===== src/rtl/sd_spi_pkg.sv =====
// Shared definitions for the SD card SPI byte engine.
//   state_t         : FSM encoding IDLE/LOW/HIGH (2 bits)
//   HALF_FAST_DEF   : default sdclk half-period in clk cycles, normal speed
//   HALF_SLOW_DEF   : default sdclk half-period in clk cycles, card-init speed
//   SD_CLK_IDLE     : sd_clk level between transfers
//   SD_DI_IDLE      : sd_di (MOSI) level between transfers
//   DOUT_RST        : dout value after reset
package sd_spi_pkg;

   typedef enum logic [1:0] {
      IDLE = 2'd0,
      LOW  = 2'd1,
      HIGH = 2'd2
   } state_t;

   localparam int HALF_FAST_DEF = 1;
   localparam int HALF_SLOW_DEF = 64;

   localparam logic SD_CLK_IDLE = 1'b0;
   localparam logic SD_DI_IDLE  = 1'b1;

   localparam logic [7:0] DOUT_RST = 8'hFF;

endpackage


===== src/rtl/sd_spi_clkdiv.sv =====
// Loadable half-period down-counter for the SD SPI clock.
//   clk   in  : clock, all logic on posedge
//   rst_n in  : asynchronous active-low reset
//   load  in  : restart the count for a new half-period
//   half  in  : half-period length in clk cycles (>=1)
//   tick  out : count has reached 0, i.e. the current half-period ends this cycle
// After load the count is half-1, so tick appears exactly `half` cycles later.
// The counter parks at 0 when not reloaded, so tick stays high while idle.
module sd_spi_clkdiv
   import sd_spi_pkg::*;
#(
   parameter int W = 1
) (
   input  logic         clk,
   input  logic         rst_n,
   input  logic         load,
   input  logic [W-1:0] half,
   output logic         tick
);

   logic [W-1:0] cnt;

   always_ff @(posedge clk or negedge rst_n) begin
      if (!rst_n) begin
         cnt <= '0;
      end else if (load) begin
         cnt <= half - W'(1);
      end else if (cnt != '0) begin
         cnt <= cnt - W'(1);
      end
   end

   assign tick = (cnt == '0);

endmodule


===== src/rtl/sd_spi_master.sv =====
// SPI mode-0 byte engine for the SD card slot (fclk domain).
// One byte per start pulse: din is shifted out MSB-first on sd_di while sd_do
// is shifted in; the received byte appears on dout when busy falls.
// Chip select is handled elsewhere.
//   clk    in  : fclk, all logic on posedge
//   rst_n  in  : asynchronous active-low reset
//   start  in  : 1-clk pulse, begin a transfer (ignored while busy)
//   din    in  : byte to send, sampled on the start cycle
//   slow   in  : select HALF_SLOW (only with SD_SPI_SLOW_EN)
//   dout   out : last received byte, stable between transfers
//   busy   out : transfer in progress
//   sd_clk out : SPI clock, idles low
//   sd_di  out : MOSI, idles high
//   sd_do  in  : MISO
// Optional feature macro: SD_SPI_SLOW_EN enables the slow (card-init) clock
// selected by `slow`, latched on the start cycle and fixed for the byte.
// FSM state is held in `state` (state_t) for inspection.
module sd_spi_master
   import sd_spi_pkg::*;
#(
   parameter int HALF_FAST = HALF_FAST_DEF,
   parameter int HALF_SLOW = HALF_SLOW_DEF
) (
   input  logic       clk,
   input  logic       rst_n,
   input  logic       start,
   input  logic [7:0] din,
   input  logic       slow,
   output logic [7:0] dout,
   output logic       busy,
   output logic       sd_clk,
   output logic       sd_di,
   input  logic       sd_do
);

`ifdef SD_SPI_SLOW_EN
   localparam int DIV_W = $clog2(HALF_SLOW) + 1;
`else
   localparam int DIV_W = $clog2(HALF_FAST) + 1;
`endif

   localparam logic [DIV_W-1:0] HALF_F = DIV_W'(HALF_FAST);

   state_t           state;
   logic [7:0]       txrx;
   logic [2:0]       bitcnt;
   logic             rxbit;
   logic [DIV_W-1:0] half;
   logic             load;
   logic             tick;

`ifdef SD_SPI_SLOW_EN
   localparam logic [DIV_W-1:0] HALF_S = DIV_W'(HALF_SLOW);

   logic half_sel;

   always_ff @(posedge clk or negedge rst_n) begin
      if (!rst_n) begin
         half_sel <= 1'b0;
      end else if (state == IDLE && start) begin
         half_sel <= slow;
      end
   end

   // The first half-period is loaded on the start cycle itself, before
   // half_sel has captured slow, so use slow directly while idle.
   assign half = (((state == IDLE) ? slow : half_sel) != 1'b0) ? HALF_S : HALF_F;
`else
   logic unused_slow;
   assign unused_slow = slow;
   assign half        = HALF_F;
`endif

   // txrx[7] has already been driven onto sd_di when it shifts out.
   logic unused_txrx_msb;
   assign unused_txrx_msb = txrx[7];

   // Reload the divider at the start of every half-period except after the
   // final falling edge, so it parks at zero while idle.
   always_comb begin
      load = 1'b0;
      case (state)
         IDLE:    load = start;
         LOW:     load = tick;
         HIGH:    load = tick && (bitcnt != 3'd0);
         default: load = 1'b0;
      endcase
   end

   sd_spi_clkdiv #(
      .W (DIV_W)
   ) u_clkdiv (
      .clk   (clk),
      .rst_n (rst_n),
      .load  (load),
      .half  (half),
      .tick  (tick)
   );

   always_ff @(posedge clk or negedge rst_n) begin
      if (!rst_n) begin
         state  <= IDLE;
         txrx   <= '0;
         bitcnt <= 3'd7;
         rxbit  <= 1'b0;
         dout   <= DOUT_RST;
         busy   <= 1'b0;
         sd_clk <= SD_CLK_IDLE;
         sd_di  <= SD_DI_IDLE;
      end else begin
         case (state)
            IDLE: begin
               if (start) begin
                  txrx   <= din;
                  sd_di  <= din[7];
                  bitcnt <= 3'd7;
                  busy   <= 1'b1;
                  state  <= LOW;
               end
            end
            LOW: begin
               if (tick) begin
                  sd_clk <= 1'b1;
                  rxbit  <= sd_do;    // sample MISO on the rising edge
                  state  <= HIGH;
               end
            end
            HIGH: begin
               if (tick) begin
                  sd_clk <= SD_CLK_IDLE;
                  txrx   <= {txrx[6:0], rxbit};
                  if (bitcnt == 3'd0) begin
                     dout  <= {txrx[6:0], rxbit};
                     busy  <= 1'b0;
                     sd_di <= SD_DI_IDLE;
                     state <= IDLE;
                  end else begin
                     // next MOSI bit changes on the falling edge
                     sd_di  <= txrx[6];
                     bitcnt <= bitcnt - 3'd1;
                     state  <= LOW;
                  end
               end
            end
            default: state <= IDLE;
         endcase
      end
   end

endmodule


===== config.mk =====
export PLATFORM = sky130hd
export DESIGN_NAME = sd_spi_master
export DESIGN_NICKNAME = d
export VERILOG_FILES = /design/src/rtl/sd_spi_pkg.sv /design/src/rtl/sd_spi_clkdiv.sv /design/src/rtl/sd_spi_master.sv
export SDC_FILE = /design/constraint.sdc
export NUM_CORES = 1
export LEC_CHECK = 0
export ABC_CLOCK_PERIOD_IN_PS = 2100
export CORE_MARGIN = 2
export CORE_UTILIZATION = 50
export DETAILED_ROUTE_END_ITERATION = 8
export GPL_TIMING_DRIVEN = 0
export HOLD_SLACK_MARGIN = 0.02
export PLACE_DENSITY = 0.83
export SKIP_LAST_GASP = 1
export SLEW_MARGIN = 20
export SYNTH_ARGS = -nofsm -noshare
export SYNTH_HDL_FRONTEND = slang
export SYNTH_HIERARCHICAL = 1
export SYNTH_SLANG_ARGS = --single-unit

===== constraint.sdc =====
create_clock -name clk -period 2.1 [get_ports clk]
set_input_delay 0.63 -clock clk [delete_from_list [all_inputs] [get_ports clk]]
set_output_delay 0.63 -clock clk [all_outputs]
set_load 0.1 [all_outputs]

==> metrics.md <==
| Metric | Value |
|---|---|
| Vias after detailed routing | `841` |
| CP endpoint | `dout[4]` |
| Num rows | `17` |
| Status | `finished clean` |
| Avg Cell Area, Syn | `11.8 µm²` |
| Worst Max-Slew Pin Slew | `0.540 ns` |
| Placeable Area | `0.00223 mm²` |
| Worst slack at placement | `-0.181 ns` |
| Drt drc | `0` |
| Worst clock skew | `0.0132 ns` |
| CP Buf/Inv Count | `1` |
| Yosys warns | `6` |
| Largest stage delay on the critical path | `0.56 ns` |
| Total die area | `0.00279 mm²` |
| Mapped Cells | `101` |
| Die span in x | `52.9 µm` |
| DIE HEIGHT | `52.9 µm` |
| Final setup fails | `0` |
| Cell Count, Final, Fillers Out | `155` |
| Critical R2R Capture | `bitcnt[1]` |
| Max Freq | `485 MHz` |
| RSZ-0062 raised after global routing | `true` |
| Area grow syn2layout | `23.0%` |
| Total CTS buffers | `3` |
| Starting Density | `53.4%` |
| Max FO, Critical Path | `2` |
| Pleak | `0.640 nW` |
| Hold Crit Class | `primary input to async pin` |
| Setup slack after layout | `0.0391 ns` |
| CTS H-tree lvls | `1` |
| Slew Limit Fails | `0` |
| CTS tree | `done` |
| Mapped Area | `0.00119 mm²` |
| Antenna violations before repair | `0` |
| Most frequent cells in the layout | `dfrtp_1 (13), nor2_1 (12), dfstp_2 (12)` |
| Slew headroom | `64.0%` |
| 1st-iter DRT viols | `10` |
| Total negative slack | `0 ns` |
| IO Pins | `24` |
| Hpwl dp | `1570 µm` |
| R2R Setup Slk | `0.37 ns` |
| Clk sink count | `25` |
| Tcrit/Tclk final | `98.1%` |
| Multi-input logic area | `518 µm²` |
| Top delay family on crit path | `flip-flops` |
| Maximum Capacitance Violations | `0` |
| Cells after DPL | `151` |
| Vias per cell | `5.43` |
| Post-synthesis sequential element count | `25` |
| Routed Antenna Nets | `0` |
| CP Launch Type | `flip-flop` |
| Layout cell share with drive strength beyond 1 | `38.6%` |
| Clock-pin slew on the worst setup and hold paths | `0.15 ns` |
| Syn_nets | `116` |
| R2r worst-path depth | `6` |
| Tmin final | `2.06 ns` |
| Total Routing Usage GR | `19.3%` |
| Most common cell after layout, fill and taps aside | `dfrtp_1` |
| Vias in the first global route | `823` |
| Largest net degree at the start of global routing | `26` |
| Cell depth of the worst setup path | `1` |
| CP max stage cell | `dfstp_2` |
| Number of antenna diodes | `0` |
| Nets | `143` |
| Reg2reg start | `bitcnt[0]` |
| Fillers | `189` |
| # Post-CTS Setup Buffers | `0` |
| Req. time, crit path | `1.47 ns` |
| WL/cell | `13.8 µm` |
| Pwr/cell area | `1370 mW/mm²` |
| Routability congestion estimate from global placement | `0.771` |
| Worst-Skew Late Latency | `0.34 ns` |
| Total area of sequential cells | `641 µm²` |
| Port buffer count | `22` |
| Final WL | `2140 µm` |
| CP Class | `flip-flop to output pin` |
| Cell breakdown of the critical path | `clkdlybuf4s18_2` |
| VDD IR-drop max | `819 µV` |
| Post-synthesis sequential area ratio | `53.7%` |
| Crit. Startpoint | `dout[4]` |
| Clock Path Buffers | `2` |
| CP Data Arrival Time | `1.43 ns` |
| First-pass GRT wire length | `3710 µm` |
| First-pass DRT Iterations | `4` |
| Synth cell types | `29` |
| Root Driver | `clkbuf_4` |
| Grt ovf | `0` |
| Fin. Hold Viols | `0` |
| CP Capture Type | `output pin` |
[what timing repair did]
action / in CTS / in global routing
setup endpoints to repair: 11 / 9
hold buffers: 0 / 0
gates resized for setup: 33 / 11
gates cloned: 0 / 0
[worst reg2reg max path, stage by stage, from the launching register on]
cell and delay [ns]:
dfstp_2 0.58, inv_1 0.06, ha_1 0.18, and2b_1 0.21, nor2_1 0.28, a211oi_1 0.08
a221oi_1 0.24
[layout make-up]
class                   count  share of cell area, %
well taps                  28                   2.39
repair buffers             22                   14.2
clock buffers               3                   1.53
plain buffers               2                  0.853
flip-flops and latches     25                   43.6
inverters                   6                   1.53
clock inverters             1                  0.597
multi-input cells          68                   35.3
[metrics by stage]
| stage | power, mW | instance area (µm²) | utilization [%] | hold WS [ns] |
|---|---|---|---|---|
| 3_3_place_gp | 1.76 | 1450 | 64.9 | 0.463 |
| 4_1_cts | 2.03 | 1490 | 66.9 | 0.497 |
| 2_1_floorplan | 1.58 | 1190 | - | 0.334 |
| 5_1_grt | 2.14 | 1470 | 65.7 | 0.277 |
| 6_report | 2.01 | 1470 | 65.7 | 0.246 |
| 3_5_place_dp | 1.80 | 1450 | 64.9 | 0.476 |
[registers in the layout, summed over array words and instances (netlist names)]
register,flops
sd_di,1
txrx,7
bitcnt,3
busy,1
dout,8
u_clkdiv/cnt,1
sd_clk,1
state,2
rxbit,1
[cells by family (layout without fill, tap and decap cells)]
family                     Yosys count  in the layout  synth area share (%)
AOI/OAI and AO/OA                   21             21                  11.7
adders and majority gates            2              2                  2.10
buffers and inverters                8             34                  2.93
DFF                                 25             25                  53.7
muxes                               17             17                  15.3
other                                1              1                 0.314
and+or+nand+nor                     27             27                  13.9
[power by group]
part	switching (mW)	leakage, nW	total, mW	internal (mW)
registers	0.124	0.270	0.807	0.683
clock network	0.158	0.0183	0.236	0.0778
logic	0.639	0.351	0.963	0.324
total	0.922	0.640	2.01	1.08
[worst min path at each step]
stage	start	to	slack, ns
after floorplan	rst_n	busy	0.33
after global placement	bitcnt[2]	bitcnt[2]	0.46
after detailed placement	bitcnt[2]	bitcnt[2]	0.48
after CTS	bitcnt[2]	bitcnt[2]	0.50
after global routing	rst_n	txrx[1]	0.28
final	rst_n	txrx[1]	0.25
[synth_stat cells]
cell type	n	area, µm²
a211oi_1	5	37.5
a21o_1	1	7.51
a21oi_1	8	40.0
a21oi_4	1	16.3
a221oi_1	1	8.76
and2b_1	1	7.51
and2b_2	1	8.76
and4_2	1	10.0
buf_2	1	5.00
buf_4	1	7.51
conb_1	1	3.75
dfrtp_1	13	325
dfstp_2	12	315
ha_1	2	25.0
inv_1	5	18.8
inv_2	1	3.75
mux2_2	10	113
mux2i_1	7	70.1
nand2_1	6	22.5
nand2b_2	1	8.76
nand3_4	1	17.5
nor2_1	12	45.0
nor2_8	1	20.0
nor2b_1	1	6.26
nor2b_4	1	13.8
o21a_1	1	7.51
o21ai_0	3	15.0
o21bai_1	1	7.51
or2_2	1	6.26
[per-layer routing]
layer / vias to the layer above / track usage, % / wire, µm
met1: 417 / 21.9 / 951
met3: 4 / 3.39 / 50
li1: 407 / - / -
met4: 0 / 12.8 / 65
met2: 13 / 32.9 / 1080
met5: - / 0 / 0
Power figures use the tool's default switching activity.
